==> src/rtl/accum_pkg.sv <==
`default_nettype none
// ==== accum_pkg : shared op and state encodings for the accumulator bank  |  rev 1.0 ====
package accum_pkg;

  typedef enum logic [1:0] {
    NOP = 2'b00,
    ADD = 2'b01,
    SET = 2'b10,
    SUB = 2'b11
  } op_e;

  typedef enum logic [0:0] {
    IDLE  = 1'b0,
    CLEAR = 1'b1
  } state_e;

endpackage
`default_nettype wire

==> src/rtl/accum_sat_add.sv <==
`default_nettype none
// ==== accum_sat_add : ADD/SUB/SET datapath with overflow detect; saturates under ACCUM_SAT_EN  |  rev 1.0 ====
module accum_sat_add
  import accum_pkg::*;
#(
  parameter int ACC_W = 36
) (
  input  op_e              op,
  input  logic [ACC_W-1:0] entry,
  input  logic [ACC_W-1:0] operand,
  output logic [ACC_W-1:0] result,
  output logic             ovf
);

`ifdef ACCUM_SAT_EN
  localparam logic [ACC_W-1:0] MAX_VAL = {1'b0, {(ACC_W-1){1'b1}}};
  localparam logic [ACC_W-1:0] MIN_VAL = {1'b1, {(ACC_W-1){1'b0}}};
`endif

  // One extra bit holds the exact result; its top two bits disagree on overflow.
  logic [ACC_W:0] ext;

  always_comb begin
    ext    = '0;
    result = operand;
    ovf    = 1'b0;
    case (op)
      ADD:     ext = {entry[ACC_W-1], entry} + {operand[ACC_W-1], operand};
      SUB:     ext = {entry[ACC_W-1], entry} - {operand[ACC_W-1], operand};
      default: ext = '0;
    endcase
    if (op == ADD || op == SUB) begin
      ovf = ext[ACC_W] ^ ext[ACC_W-1];
`ifdef ACCUM_SAT_EN
      result = ovf ? (ext[ACC_W] ? MIN_VAL : MAX_VAL) : ext[ACC_W-1:0];
`else
      result = ext[ACC_W-1:0];
`endif
    end
  end

endmodule
`default_nettype wire

==> src/rtl/accum_bank.sv <==
`default_nettype none
// ==== accum_bank : bank of signed accumulators with registered reads and a clear sweep;  |  rev 1.0
// ==== define ACCUM_SAT_EN to saturate ADD/SUB overflow instead of wrapping ====
module accum_bank
  import accum_pkg::*;
#(
  parameter  int WIDTH = 32,
  parameter  int DEPTH = 16,
  parameter  int GUARD = 4,
  localparam int ACC_W = WIDTH + GUARD,
  localparam int AW    = $clog2(DEPTH)
) (
  input  logic             clk,
  input  logic             rst,
  input  logic [1:0]       wr_op_i,
  input  logic [AW-1:0]    wr_addr_i,
  input  logic [WIDTH-1:0] wr_data_i,
  output logic             wr_ready_o,
  input  logic             rd_en_i,
  input  logic [AW-1:0]    rd_addr_i,
  output logic [ACC_W-1:0] rd_data_o,
  output logic             rd_valid_o,
  input  logic             clr_all_i,
  output logic             busy_o,
  output logic             ovf_o
);

  localparam logic [AW:0]   DEPTH_LIM = (AW+1)'(DEPTH);
  localparam logic [AW-1:0] LAST_IDX  = AW'(DEPTH - 1);

  state_e           state, state_next;
  logic [AW-1:0]    sweep_idx, sweep_idx_next;
  logic [ACC_W-1:0] mem [DEPTH];

  op_e              wr_op;
  logic             busy;
  logic             wr_in_range, rd_in_range;
  logic             wr_accept, rd_accept, clr_start;
  logic [ACC_W-1:0] data_ext, entry_cur, sum;
  logic             sum_ovf;

  assign wr_op       = op_e'(wr_op_i);
  assign wr_in_range = {1'b0, wr_addr_i} < DEPTH_LIM;
  assign rd_in_range = {1'b0, rd_addr_i} < DEPTH_LIM;

  // A clear request in IDLE wins over a same-cycle write.
  assign clr_start = !busy && clr_all_i;
  assign wr_accept = !busy && !clr_all_i && (wr_op != NOP) && wr_in_range;
  assign rd_accept = !busy && rd_en_i;

  assign data_ext  = ACC_W'($signed(wr_data_i));
  assign entry_cur = wr_in_range ? mem[wr_addr_i] : '0;

  accum_sat_add #(
    .ACC_W (ACC_W)
  ) u_sat_add (
    .op      (wr_op),
    .entry   (entry_cur),
    .operand (data_ext),
    .result  (sum),
    .ovf     (sum_ovf)
  );

  // Reset lands in CLEAR so the sweep initialises storage without a reset tree on it.
  always_ff @(posedge clk) begin
    if (rst) begin
      state     <= CLEAR;
      sweep_idx <= '0;
    end else begin
      state     <= state_next;
      sweep_idx <= sweep_idx_next;
    end
  end

  always_comb begin
    state_next     = state;
    sweep_idx_next = sweep_idx;
    busy           = 1'b0;
    case (state)
      IDLE: begin
        if (clr_all_i) begin
          state_next     = CLEAR;
          sweep_idx_next = '0;
        end
      end
      CLEAR: begin
        busy = 1'b1;
        if (sweep_idx == LAST_IDX) begin
          state_next     = IDLE;
          sweep_idx_next = '0;
        end else begin
          sweep_idx_next = sweep_idx + AW'(1);
        end
      end
      default: state_next = IDLE;
    endcase
  end

  assign busy_o     = busy;
  assign wr_ready_o = ~busy;

  always_ff @(posedge clk) begin
    if (!rst) begin
      if (busy) begin
        mem[sweep_idx] <= '0;
      end else if (wr_accept) begin
        mem[wr_addr_i] <= sum;
      end
    end
  end

  // Non-blocking update of mem gives read-before-write on a shared address.
  always_ff @(posedge clk) begin
    if (rst) begin
      rd_valid_o <= 1'b0;
      rd_data_o  <= '0;
    end else if (rd_accept) begin
      rd_valid_o <= 1'b1;
      rd_data_o  <= rd_in_range ? mem[rd_addr_i] : '0;
    end else begin
      rd_valid_o <= 1'b0;
      rd_data_o  <= '0;
    end
  end

  always_ff @(posedge clk) begin
    if (rst) begin
      ovf_o <= 1'b0;
    end else if (clr_start) begin
      ovf_o <= 1'b0;
    end else if (wr_accept && sum_ovf) begin
      ovf_o <= 1'b1;
    end
  end

endmodule
`default_nettype wire
==> config.mk <==
export PLATFORM = sky130hd
export DESIGN_NAME = accum_bank
export DESIGN_NICKNAME = d
export VERILOG_FILES = /design/src/rtl/accum_pkg.sv /design/src/rtl/accum_sat_add.sv /design/src/rtl/accum_bank.sv
export SDC_FILE = /design/constraint.sdc
export NUM_CORES = 1
export LEC_CHECK = 0
export CAP_MARGIN = 20
export CORE_MARGIN = 3
export CORE_UTILIZATION = 50
export DETAILED_ROUTE_END_ITERATION = 10
export GPL_TIMING_DRIVEN = 1
export MAX_ROUTING_LAYER = met4
export PLACE_DENSITY = 0.73
export SLEW_MARGIN = 20
export SYNTH_ARGS = -nofsm -noshare
export SYNTH_HDL_FRONTEND = slang
export SYNTH_HIERARCHICAL = 1
export SYNTH_SLANG_ARGS = --single-unit
export TNS_END_PERCENT = 10
==> constraint.sdc <==
create_clock -name clk -period 13 [get_ports clk]
set_input_delay 1.3 -clock clk [delete_from_list [all_inputs] [get_ports clk]]
set_output_delay 1.3 -clock clk [all_outputs]
set_load 0.05 [all_outputs]
==> impl_metrics.xml, run 1 <==
<?xml version="1.0" encoding="UTF-8"?>
<metrics>
  <group name="status">
    <metric name="status" unit="">complete, no violations</metric>
  </group>
  <group name="floorplanning">
    <metric name="dieArea" unit="mm²">0.0644</metric>
    <metric name="io-pin-count" unit="">86</metric>
    <metric name="fp.dieH" unit="µm">254</metric>
    <metric name="die_w" unit="µm">254</metric>
    <metric name="floorplan.rows" unit="">90</metric>
    <metric name="initial_core_utilization" unit="%">50.7</metric>
    <metric name="coreArea" unit="mm²">0.0606</metric>
  </group>
  <group name="sta">
    <metric name="timing.final.crit_share" unit="%">52.5</metric>
    <metric name="max_freq" unit="MHz">147</metric>
    <metric name="whs" unit="ns">0.595</metric>
    <metric name="final.setup.tns" unit="ns">0</metric>
    <metric name="number_of_setup_violations_in_the_final_report" unit="">0</metric>
    <metric name="period_minus_slack" unit="ns">6.83</metric>
    <metric name="worstMarginPinSlew" unit="ns">1.11</metric>
    <metric name="remaining_max_slew_budget_at_the_tightest_pin" unit="%">25.5</metric>
    <metric name="final.setup_skew" unit="ns">0.0205</metric>
    <metric name="rsz_0062_raised_after_global_routing" unit="">false</metric>
    <metric name="timing_hold_violations_final" unit="">0</metric>
    <metric name="final_max_slew_viol_count" unit="">0</metric>
  </group>
  <group name="detailed_routing">
    <metric name="met2_wirelength" unit="µm">38600</metric>
    <metric name="antenna_violating_nets_post_route" unit="">0</metric>
    <metric name="via_per_inst" unit="">6.90</metric>
    <metric name="initialDrtViolationCount" unit="">2398</metric>
    <metric name="wl_met3" unit="µm">8930</metric>
    <metric name="route.detailed.wl_per_inst" unit="µm">30.2</metric>
    <metric name="wirelength_met1" unit="µm">31800</metric>
    <metric name="drt_drc_violations_left" unit="">0</metric>
    <metric name="uppermost_routed_layer" unit="">met4</metric>
    <metric name="vias" unit="">18700</metric>
    <metric name="finalWirelength" unit="µm">81700</metric>
    <metric name="dr.pass1.iters" unit="">5</metric>
  </group>
  <group name="clock_network">
    <metric name="cts_post_setup_buffers_inserted" unit="">0</metric>
    <metric name="cts.hold.buffers_added" unit="">0</metric>
    <metric name="tritoncts" unit="">done</metric>
    <metric name="clk_pin_slew_worst_paths" unit="ns">0.06</metric>
    <metric name="cts-resized-gates" unit="">0</metric>
    <metric name="insertion_delay" unit="ns">0.61</metric>
    <metric name="cts-buffers-inserted" unit="">66</metric>
    <metric name="htree_levels" unit="">3</metric>
    <metric name="clock-sinks" unit="">619</metric>
    <metric name="max-clock-path-buffers" unit="">3</metric>
    <metric name="clockRootBuffer" unit="">clkbuf_16</metric>
  </group>
  <group name="synth">
    <metric name="share_of_the_synthesized_area_in_the_top_cell_type" unit="%">56.3</metric>
    <metric name="synthFlopType" unit="">edfxtp_1</metric>
    <metric name="cell_type_with_the_largest_total_area_after_synthesis" unit="">edfxtp_1</metric>
    <metric name="syn-cell-area" unit="mm²">0.0307</metric>
    <metric name="cell_types_occupying_the_most_area_after_synthesis" unit="">edfxtp_1 (56%), mux4_2 (21%), dfxtp_1 (2.8%), a22oi_1 (1.8%), ha_1 (1.5%)</metric>
    <metric name="synth_fp_nets" unit="">1906</metric>
    <metric name="number_of_enable_flip_flop_cells_after_synthesis" unit="">576</metric>
    <metric name="mean_post_synth_cell_area" unit="µm²">16.9</metric>
    <metric name="flip_flop_and_latch_count_after_synthesis" unit="">619</metric>
    <metric name="post_synth_inst_count" unit="">1821</metric>
    <metric name="synth_warnings" unit="">6</metric>
    <metric name="synth-seq-area-share" unit="%">59.1</metric>
    <metric name="postSynth.asyncResetShare" unit="%">0</metric>
    <metric name="unique_cell_type_count_in_the_yosys_netlist" unit="">69</metric>
  </group>
  <group name="cells_and_area">
    <metric name="multiInputGateArea" unit="mm²">0.0121</metric>
    <metric name="layout_commonest_cell" unit="">edfxtp_1</metric>
    <metric name="layoutNonFillerInstCount" unit="">2706</metric>
    <metric name="most_frequent_cells_in_the_layout" unit="">edfxtp_1 (576), mux4_2 (286), clkdlybuf4s50_1 (79)</metric>
    <metric name="share_of_post_route_cells_with_drive_strength_above_1" unit="%">26.1</metric>
    <metric name="area.sequential" unit="mm²">0.0182</metric>
    <metric name="areaGrowthSynthToFinish" unit="%">13.0</metric>
    <metric name="fillers" unit="">4479</metric>
    <metric name="diodes_inserted" unit="">0</metric>
    <metric name="layout.nets" unit="">1959</metric>
    <metric name="fin_util" unit="%">57.3</metric>
  </group>
  <group name="global_route">
    <metric name="wire_length_of_the_first_global_routing_pass" unit="µm">121000</metric>
    <metric name="grt_start_max_net_pins" unit="">82</metric>
    <metric name="overflow" unit="">0</metric>
    <metric name="initial_antenna_violation_count" unit="">0</metric>
    <metric name="grt_pass1_vias" unit="">18800</metric>
    <metric name="grtUsageTotal" unit="%">26.6</metric>
  </group>
  <group name="flow_run">
    <metric name="drv.max_cap_violation_count" unit="">0</metric>
  </group>
  <group name="placed_design">
    <metric name="gpl.final_weighted_congestion" unit="">0.925</metric>
    <metric name="post-place-cells" unit="">2587</metric>
    <metric name="post-dp-hpwl" unit="µm">45500</metric>
    <metric name="io_buffer_count" unit="">85</metric>
  </group>
  <group name="min_path">
    <metric name="min_path_type" unit="">flip-flop to flip-flop</metric>
  </group>
  <group name="power_and_ir_drop">
    <metric name="irDropWorstVdd" unit="V">0.0000861</metric>
    <metric name="p_leak" unit="nW">11.4</metric>
    <metric name="cellPowerDensity" unit="mW/mm²">134</metric>
  </group>
  <group name="critical_path">
    <metric name="critical_path_required" unit="ns">13.33</metric>
    <metric name="timing.critical_path.arrival" unit="ns">7.15</metric>
    <metric name="crit_path_start_kind" unit="">input port</metric>
    <metric name="critPathKind" unit="">input port to flip-flop</metric>
    <metric name="largest_driver_fanout_on_the_critical_path" unit="">66</metric>
    <metric name="crit_path_end_kind" unit="">flip-flop</metric>
  </group>
</metrics>
[through the flow]
stage	area, µm²	setup slack [ns]	total power, mW
3_5_place_dp	32400	5.61	2.71
5_1_grt	34700	5.73	4.79
4_1_cts	34700	6.20	4.66
2_1_floorplan	30700	7.35	2.58
6_report	34700	6.17	4.65
3_3_place_gp	32400	5.69	2.71
[critical path, stage by stage]
cell     delay, ns
buf_6         0.29
buf_4         0.75
buf_4         0.92
mux4_2        0.42
a22oi_1       0.24
nand2_1       0.15
ha_1          0.42
a21oi_1       0.15
o21ai_1       0.11
a21o_1        0.19
a21o_1        0.19
a221o_1       0.29
a21oi_1       0.34
o31ai_1       0.22
o22ai_1       0.26
xor2_1        0.10
a21oi_1       0.14
and3_1        0.50
[cell type report]
type | instances | area share [%]
inverters | 14 | 0.151
clock inverters | 33 | 1.28
well taps | 782 | 2.82
multi-input cells | 1052 | 34.9
clock buffers | 85 | 5.23
flip-flops and latches | 619 | 52.3
repair buffers | 121 | 3.31
[flip-flops by register name, indices dropped and copies added (netlist names)]
name and cells:
ovf_o 1, sweep_idx 4, rd_valid_o 1, rd_data_o 36
mem 576, state 1
[layer usage]
layer / vias to the layer above / GRT usage [%]
met5: - / -
met1: 9624 / 36.5
li1: 7718 / -
met2: 1144 / 41.1
met3: 181 / 5.17
met4: 0 / 7.21
[synth_stat cells, drive strengths merged, types with 21 or more instances]
| library cell | number |
|---|---|
| a21o | 21 |
| a21oi | 69 |
| a22oi | 72 |
| and3 | 42 |
| buf | 59 |
| clkbuf | 77 |
| dfxtp | 43 |
| edfxtp | 576 |
| ha | 38 |
| mux2 | 33 |
| mux2i | 37 |
| mux4 | 286 |
| nand2 | 69 |
| nand3 | 48 |
| nand3b | 37 |
| nor2 | 43 |
| o211ai | 40 |
| o21ai | 31 |
| xnor2 | 38 |
| xor2 | 31 |
[kinds of logic (layout without fill, tap and decap cells)]
logic type	Yosys count	in the layout	share of synthesized area, %
simple gates	303	303	5.36
xor+xnor	69	69	1.97
buf+inv	150	253	2.23
fa+ha+maj	39	39	1.61
compound gates	285	285	6.32
flops	619	619	59.1
mux	356	356	23.4
[power by group]
part	internal (mW)	leakage (nW)	switching, mW
logic	0.218	4.59	0.280
registers	2.17	5.67	0.0107
clock network	1.19	1.10	0.778
total	3.58	11.4	1.07
[worst paths after layout]
path	startpoint	to	slack, ns	cells after the start
setup / recovery	wr_addr_i[1]	mem[1][33]	6.17	18
hold / removal	sweep_idx[0]	sweep_idx[0]	0.59	2
setup reg to reg	mem[3][0]	mem[13][24]	8.09	18
hold reg to reg	sweep_idx[0]	sweep_idx[0]	0.59	2
Power figures use the tool's default switching activity.
==> inputs of run 2 (changes only) <==
- clock period: 13 -> 7 ns (I/O delays scaled with it)
==> run 2 against run 1 <==
  * Count of clock-buffer cells in the layout up 17
  * Via count up 1.0%
  * Critical endpoint is now mem[0][33]
  * Flip-flop and latch count unchanged
  * Utilization up 0.16 points
  * Wire length up 2.3%
  * Cell count up 0.70%
  * Critical path depth down 1
  * Worst hold slack worse by 0.049 ns
  * First-iteration DRC count down 1.4%
==> impl_metrics.xml, run 2 (synthesis results as in run 1) <==
<?xml version="1.0" encoding="UTF-8"?>
<metrics>
  <group name="sta">
    <metric name="remaining_max_slew_budget_at_the_tightest_pin" unit="%">25.0</metric>
    <metric name="final_max_slew_viol_count" unit="">0</metric>
    <metric name="period_minus_slack" unit="ns">5.68</metric>
    <metric name="final.setup.tns" unit="ns">0</metric>
    <metric name="rsz_0062_raised_after_global_routing" unit="">false</metric>
    <metric name="number_of_setup_violations_in_the_final_report" unit="">0</metric>
    <metric name="timing.final.crit_share" unit="%">81.1</metric>
    <metric name="timing_hold_violations_final" unit="">0</metric>
    <metric name="worstMarginPinSlew" unit="ns">1.12</metric>
    <metric name="max_freq" unit="MHz">176</metric>
    <metric name="final.setup_skew" unit="ns">0.0212</metric>
  </group>
  <group name="critical_path">
    <metric name="chain_of_cells_forming_the_critical_path" unit="">clkdlybuf4s50_1 &gt; and2_2 &gt; a22oi_1 &gt; nand2_1 &gt; inv_1 &gt; ha_1 &gt; nand2b_1 &gt; a21oi_1 &gt; o211ai_1 &gt; o211ai_1 &gt; nor2b_1 &gt; a21oi_1 &gt; o31ai_1 &gt; o22ai_1 &gt; xor2_1 &gt; a21oi_1 &gt; and3_1</metric>
    <metric name="rr_endpoint" unit="">mem[5][24]</metric>
    <metric name="worstSetupEndpoint" unit="">mem[0][33]</metric>
    <metric name="largest_driver_fanout_on_the_critical_path" unit="">26</metric>
    <metric name="critPathLaunch" unit="">wr_addr_i[2]</metric>
    <metric name="timing.critical_path.arrival" unit="ns">5.99</metric>
    <metric name="critPathKind" unit="">input port to flip-flop</metric>
    <metric name="rrSetupSlack" unit="ns">1.88</metric>
    <metric name="reg2reg_from" unit="">mem[3][0]</metric>
    <metric name="max_stage_delay" unit="ns">0.85</metric>
    <metric name="crit_path_end_kind" unit="">flip-flop</metric>
    <metric name="crit_top_cell" unit="">a21oi_1</metric>
    <metric name="number_of_cell_instances_on_the_worst_register_to_register_path" unit="">18</metric>
    <metric name="crit_path_start_kind" unit="">input port</metric>
    <metric name="cell_with_the_biggest_individual_delay_on_the_critical_path" unit="">and2_2</metric>
    <metric name="critical_path_required" unit="ns">7.31</metric>
  </group>
  <group name="detailed_routing">
    <metric name="finalWirelength" unit="µm">83600</metric>
    <metric name="drt_drc_violations_left" unit="">0</metric>
    <metric name="route.detailed.wl_per_inst" unit="µm">30.7</metric>
    <metric name="via_per_inst" unit="">6.92</metric>
    <metric name="initialDrtViolationCount" unit="">2365</metric>
    <metric name="antenna_violating_nets_post_route" unit="">0</metric>
    <metric name="dr.pass1.iters" unit="">5</metric>
    <metric name="vias" unit="">18900</metric>
  </group>
  <group name="cells_and_area">
    <metric name="largest_register_ffs" unit="">576</metric>
    <metric name="top_register" unit="">mem</metric>
    <metric name="fin_util" unit="%">57.4</metric>
    <metric name="layout_commonest_cell" unit="">edfxtp_1</metric>
    <metric name="share_of_post_route_cells_with_drive_strength_above_1" unit="%">26.1</metric>
    <metric name="layout.nets" unit="">1974</metric>
    <metric name="registers_with_the_most_flip_flops" unit="">mem (576), rd_data_o (36), sweep_idx (4)</metric>
    <metric name="areaGrowthSynthToFinish" unit="%">13.3</metric>
    <metric name="most_frequent_cells_in_the_layout" unit="">edfxtp_1 (576), mux4_2 (286), clkdlybuf4s50_1 (79)</metric>
  </group>
  <group name="clock_network">
    <metric name="clk_pin_slew_worst_paths" unit="ns">0.06</metric>
    <metric name="htree_levels" unit="">3</metric>
    <metric name="cts_post_setup_buffers_inserted" unit="">0</metric>
    <metric name="cts-buffers-inserted" unit="">68</metric>
    <metric name="insertion_delay" unit="ns">0.60</metric>
    <metric name="max-clock-path-buffers" unit="">3</metric>
    <metric name="cts.hold.buffers_added" unit="">0</metric>
    <metric name="cts-resized-gates" unit="">0</metric>
    <metric name="clock-sinks" unit="">619</metric>
    <metric name="clockRootBuffer" unit="">clkbuf_16</metric>
    <metric name="tritoncts" unit="">done</metric>
  </group>
  <group name="floorplanning">
    <metric name="die_w" unit="µm">254</metric>
    <metric name="io-pin-count" unit="">86</metric>
    <metric name="floorplan.rows" unit="">90</metric>
    <metric name="dieArea" unit="mm²">0.0644</metric>
    <metric name="initial_core_utilization" unit="%">50.7</metric>
    <metric name="fp.dieH" unit="µm">254</metric>
    <metric name="coreArea" unit="mm²">0.0606</metric>
  </group>
  <group name="flow_run">
    <metric name="drv.max_cap_violation_count" unit="">0</metric>
  </group>
  <group name="placed_design">
    <metric name="post-dp-hpwl" unit="µm">49200</metric>
    <metric name="gpl.final_weighted_congestion" unit="">0.909</metric>
    <metric name="io_buffer_count" unit="">85</metric>
  </group>
  <group name="global_route">
    <metric name="grtUsageTotal" unit="%">27.2</metric>
    <metric name="overflow" unit="">0</metric>
    <metric name="wire_length_of_the_first_global_routing_pass" unit="µm">125000</metric>
    <metric name="initial_antenna_violation_count" unit="">3</metric>
    <metric name="grt_pass1_vias" unit="">19300</metric>
    <metric name="grt_start_max_net_pins" unit="">83</metric>
  </group>
  <group name="power_and_ir_drop">
    <metric name="cellPowerDensity" unit="mW/mm²">244</metric>
    <metric name="p_leak" unit="nW">11.4</metric>
    <metric name="irDropWorstVdd" unit="V">0.000189</metric>
  </group>
  <group name="status">
    <metric name="status" unit="">complete, no violations</metric>
  </group>
  <group name="min_path">
    <metric name="min_path_type" unit="">flip-flop to flip-flop</metric>
  </group>
</metrics>
-- run 2: cell count changes in the layout (fill, tap and decap cells not counted), moves of 2 or more --
cell | previous run | this run
clkbuf_16 | 68 | 71
buf_4 | 35 | 40
clkinv_2 | 8 | 4
bufinv_16 | 10 | 3
clkbuf_8 | 5 | 7
clkbuf_1 | 12 | 24
clkinv_4 | 3 | 0
buf_12 | 0 | 6
diode_2 | 0 | 2
buf_16 | 1 | 3
-- run 2: worst max-delay path: cells and delay by family --
kind	cells	cell delay, ns
buf+inv	2	0.74
xor+xnor	1	0.17
fa+ha+maj	1	0.21
simple gates	5	1.97
compound gates	8	2.16
-- run 2: power breakdown --
| part | switching, mW | total, mW | internal, mW |
|---|---|---|---|
| combinational | 0.528 | 0.938 | 0.410 |
| clock | 1.45 | 3.50 | 2.05 |
| sequential | 0.0198 | 4.05 | 4.03 |
-- run 2: area by class of cell --
class	count	area, µm²
fillers	4507	25800
flip-flops and latches	619	18200
multi-input cells	1052	12100
clock buffers	102	1960
repair buffers	134	1360
well taps	782	978
clock inverters	20	185
inverters	14	52.6
diodes	2	5.00
-- run 2: how the worst min path moves through the flow --
stage,startpoint,endpoint,slack (ns),cells after the start
after floorplan,sweep_idx[0],sweep_idx[0],0.52,2
after global placement,ovf_o,ovf_o,0.54,2
after detailed placement,ovf_o,ovf_o,0.54,2
after CTS,ovf_o,ovf_o,0.55,2
after global routing,ovf_o,ovf_o,0.56,2
final,ovf_o,ovf_o,0.55,2
-- run 2: per-stage QoR --
stage / setup slack, ns / hold WS [ns] / power (mW) / instances / area [µm²]
after floorplan: 1.95 / 0.517 / 4.80 / 1821 / 30700
after global placement: 1.04 / 0.539 / 5.04 / 2597 / 32600
after detailed placement: 0.920 / 0.539 / 5.05 / 2601 / 32700
final: 1.32 / 0.546 / 8.49 / 2725 / 34800
after global routing: 1.04 / 0.564 / 8.75 / 2725 / 34800
after CTS: 1.49 / 0.550 / 8.52 / 2723 / 34800
-- run 2: layer usage --
layer  routed length (µm)  vias up  GRT usage, %
li1                     -     7748             -
met1                32500     9805          37.3
met2                40100     1124          42.3
met3                 8650      176          5.43
met4                 2300        0          7.39
met5                    0        -             -
==> inputs of run 3 (changes only) <==
- clock period: 7 -> 5.96 ns (I/O delays scaled with it)
==> run 3 against run 2 <==
  * Utilization rose by 0.064 points
  * Critical path depth rose by 2
  * Count of clock-buffer cells in the layout fell by 11
  * Non-clock buffer count rose by 19
  * Wire length rose by 0.31%
  * Highest routed layer unchanged
==> impl_metrics.xml, run 3 (synthesis results as in run 1) <==
<?xml version="1.0" encoding="UTF-8"?>
<metrics>
  <group name="status">
    <metric name="status" unit="">complete, no violations</metric>
  </group>
  <group name="floorplanning">
    <metric name="dieArea" unit="mm²">0.0644</metric>
    <metric name="floorplan.rows" unit="">90</metric>
    <metric name="io-pin-count" unit="">86</metric>
    <metric name="initial_core_utilization" unit="%">50.7</metric>
    <metric name="fp.dieH" unit="µm">254</metric>
    <metric name="coreArea" unit="mm²">0.0606</metric>
    <metric name="die_w" unit="µm">254</metric>
  </group>
  <group name="placed_design">
    <metric name="io_buffer_count" unit="">85</metric>
    <metric name="gpl.final_weighted_congestion" unit="">0.890</metric>
    <metric name="post-dp-hpwl" unit="µm">47800</metric>
  </group>
  <group name="sta">
    <metric name="final.setup_skew" unit="ns">0.0401</metric>
    <metric name="worstMarginPinSlew" unit="ns">1.09</metric>
    <metric name="period_minus_slack" unit="ns">5.33</metric>
    <metric name="final_max_slew_viol_count" unit="">0</metric>
    <metric name="number_of_setup_violations_in_the_final_report" unit="">0</metric>
    <metric name="max_freq" unit="MHz">188</metric>
    <metric name="timing.final.crit_share" unit="%">89.4</metric>
    <metric name="rsz_0062_raised_after_global_routing" unit="">false</metric>
    <metric name="remaining_max_slew_budget_at_the_tightest_pin" unit="%">26.8</metric>
    <metric name="final.setup.tns" unit="ns">0</metric>
    <metric name="timing_hold_violations_final" unit="">0</metric>
  </group>
  <group name="cells_and_area">
    <metric name="top_register" unit="">mem</metric>
    <metric name="largest_register_ffs" unit="">576</metric>
    <metric name="registers_with_the_most_flip_flops" unit="">mem (576), rd_data_o (36), sweep_idx (4)</metric>
    <metric name="most_frequent_cells_in_the_layout" unit="">edfxtp_1 (576), mux4_2 (286), clkdlybuf4s50_1 (79)</metric>
    <metric name="share_of_post_route_cells_with_drive_strength_above_1" unit="%">27.1</metric>
    <metric name="fin_util" unit="%">57.5</metric>
    <metric name="areaGrowthSynthToFinish" unit="%">13.4</metric>
    <metric name="fillers" unit="">4499</metric>
    <metric name="layout_commonest_cell" unit="">edfxtp_1</metric>
    <metric name="layout.nets" unit="">1992</metric>
  </group>
  <group name="min_path">
    <metric name="min_path_type" unit="">flip-flop to flip-flop</metric>
    <metric name="worst_hold_path.num_cells" unit="">2</metric>
  </group>
  <group name="power_and_ir_drop">
    <metric name="irDropWorstVdd" unit="V">0.000208</metric>
    <metric name="cellPowerDensity" unit="mW/mm²">283</metric>
    <metric name="p_leak" unit="nW">11.4</metric>
  </group>
  <group name="detailed_routing">
    <metric name="antenna_violating_nets_post_route" unit="">0</metric>
    <metric name="via_per_inst" unit="">6.87</metric>
    <metric name="initialDrtViolationCount" unit="">2172</metric>
    <metric name="dr.pass1.iters" unit="">8</metric>
    <metric name="finalWirelength" unit="µm">83800</metric>
    <metric name="vias" unit="">18800</metric>
    <metric name="route.detailed.wl_per_inst" unit="µm">30.6</metric>
    <metric name="drt_drc_violations_left" unit="">0</metric>
  </group>
  <group name="flow_run">
    <metric name="drv.max_cap_violation_count" unit="">0</metric>
  </group>
  <group name="global_route">
    <metric name="overflow" unit="">0</metric>
    <metric name="grtUsageTotal" unit="%">27.5</metric>
    <metric name="wire_length_of_the_first_global_routing_pass" unit="µm">126000</metric>
    <metric name="initial_antenna_violation_count" unit="">2</metric>
    <metric name="grt_start_max_net_pins" unit="">99</metric>
    <metric name="grt_pass1_vias" unit="">19300</metric>
  </group>
  <group name="critical_path">
    <metric name="reg2reg_from" unit="">mem[6][0]</metric>
    <metric name="timing.critical_path.arrival" unit="ns">5.64</metric>
    <metric name="rrSetupSlack" unit="ns">0.80</metric>
    <metric name="critical_path_required" unit="ns">6.28</metric>
    <metric name="number_of_cell_instances_on_the_worst_register_to_register_path" unit="">18</metric>
    <metric name="critical_path_depth" unit="">19</metric>
    <metric name="rr_endpoint" unit="">mem[4][24]</metric>
    <metric name="largest_driver_fanout_on_the_critical_path" unit="">16</metric>
    <metric name="max_stage_delay" unit="ns">0.53</metric>
    <metric name="crit_path_start_kind" unit="">input port</metric>
    <metric name="crit_top_cell" unit="">a21oi_1</metric>
    <metric name="critPathLaunch" unit="">wr_data_i[8]</metric>
    <metric name="cell_with_the_biggest_individual_delay_on_the_critical_path" unit="">a311oi_2</metric>
    <metric name="critPathBufInv" unit="">3</metric>
    <metric name="crit_path_end_kind" unit="">flip-flop</metric>
    <metric name="critPathKind" unit="">input port to flip-flop</metric>
    <metric name="chain_of_cells_forming_the_critical_path" unit="">clkdlybuf4s50_1 &gt; nor4_1 &gt; buf_4 &gt; and2_1 &gt; nand2b_1 &gt; o21ai_0 &gt; xor2_1 &gt; ha_1 &gt; a21oi_1 &gt; nand2_1 &gt; a311oi_2 &gt; o21ai_2 &gt; buf_4 &gt; a21oi_1 &gt; o21ai_1 &gt; a21oi_1 &gt; xnor2_1 &gt; mux2_2 &gt; and3_1</metric>
    <metric name="cp_top_family" unit="">compound AO/OA/AOI/OAI gates</metric>
    <metric name="worstSetupEndpoint" unit="">mem[1][32]</metric>
  </group>
  <group name="clock_network">
    <metric name="cts.hold.buffers_added" unit="">0</metric>
    <metric name="cts-buffers-inserted" unit="">67</metric>
    <metric name="max-clock-path-buffers" unit="">3</metric>
    <metric name="insertion_delay" unit="ns">0.62</metric>
    <metric name="clockRootBuffer" unit="">clkbuf_16</metric>
    <metric name="clk_pin_slew_worst_paths" unit="ns">0.06</metric>
    <metric name="tritoncts" unit="">done</metric>
    <metric name="clock-sinks" unit="">619</metric>
    <metric name="htree_levels" unit="">3</metric>
    <metric name="cts-resized-gates" unit="">0</metric>
    <metric name="cts_post_setup_buffers_inserted" unit="">0</metric>
  </group>
</metrics>
## run 3: through the flow
step                total power, mW  instances  setup slack (ns)  hold slack [ns]  instance area, µm²
floorplan                      5.63       1821              1.02            0.517               30700
global placement               5.95       2619             0.275            0.531               32800
detailed placement             5.96       2619             0.265            0.538               32800
CTS                            9.87       2737             0.835            0.554               34800
global route                   10.1       2739             0.403            0.576               34800
finish                         9.84       2739             0.633            0.559               34800
## run 3: area by class of cell
class	count	area, µm²	share of cell area [%]
Antenna cell	1	2.50	0.00718
Clock buffer	91	1870	5.37
Clock inverter	27	185	0.531
Inverter	14	52.6	0.151
Multi-Input combinational cell	1052	12100	34.7
Sequential cell	619	18200	52.1
Tap cell	782	978	2.81
Timing Repair Buffer	153	1490	4.28
## run 3: worst min-delay path, stage by stage, from the launching register on
cell and delay, ns:
dfxtp_1 0.32, a31oi_1 0.14, a211oi_1 0.05
## run 3: per-layer routing
layer / global-route usage (%) / share of wire, % / vias up
li1: - / - / 7772
met1: 37.7 / 39 / 9726
met2: 41.8 / 47 / 1121
met3: 5.61 / 11 / 194
met4: 9.09 / 2.9 / 0
met5: - / 0 / -
## run 3: worst min path at each step
stage	startpoint	end	slack, ns
after floorplan	sweep_idx[0]	sweep_idx[0]	0.52
after global routing	ovf_o	ovf_o	0.58
after CTS	ovf_o	ovf_o	0.55
after detailed placement	ovf_o	ovf_o	0.54
after global placement	ovf_o	ovf_o	0.53
final	ovf_o	ovf_o	0.56
## run 3: power by group
| group | leakage [nW] | switching [mW] | internal [mW] |
|---|---|---|---|
| clock | 0.990 | 1.71 | 2.25 |
| sequential | 5.67 | 0.0241 | 4.74 |
| combinational | 4.77 | 0.625 | 0.498 |
| total | 11.4 | 2.36 | 7.48 |
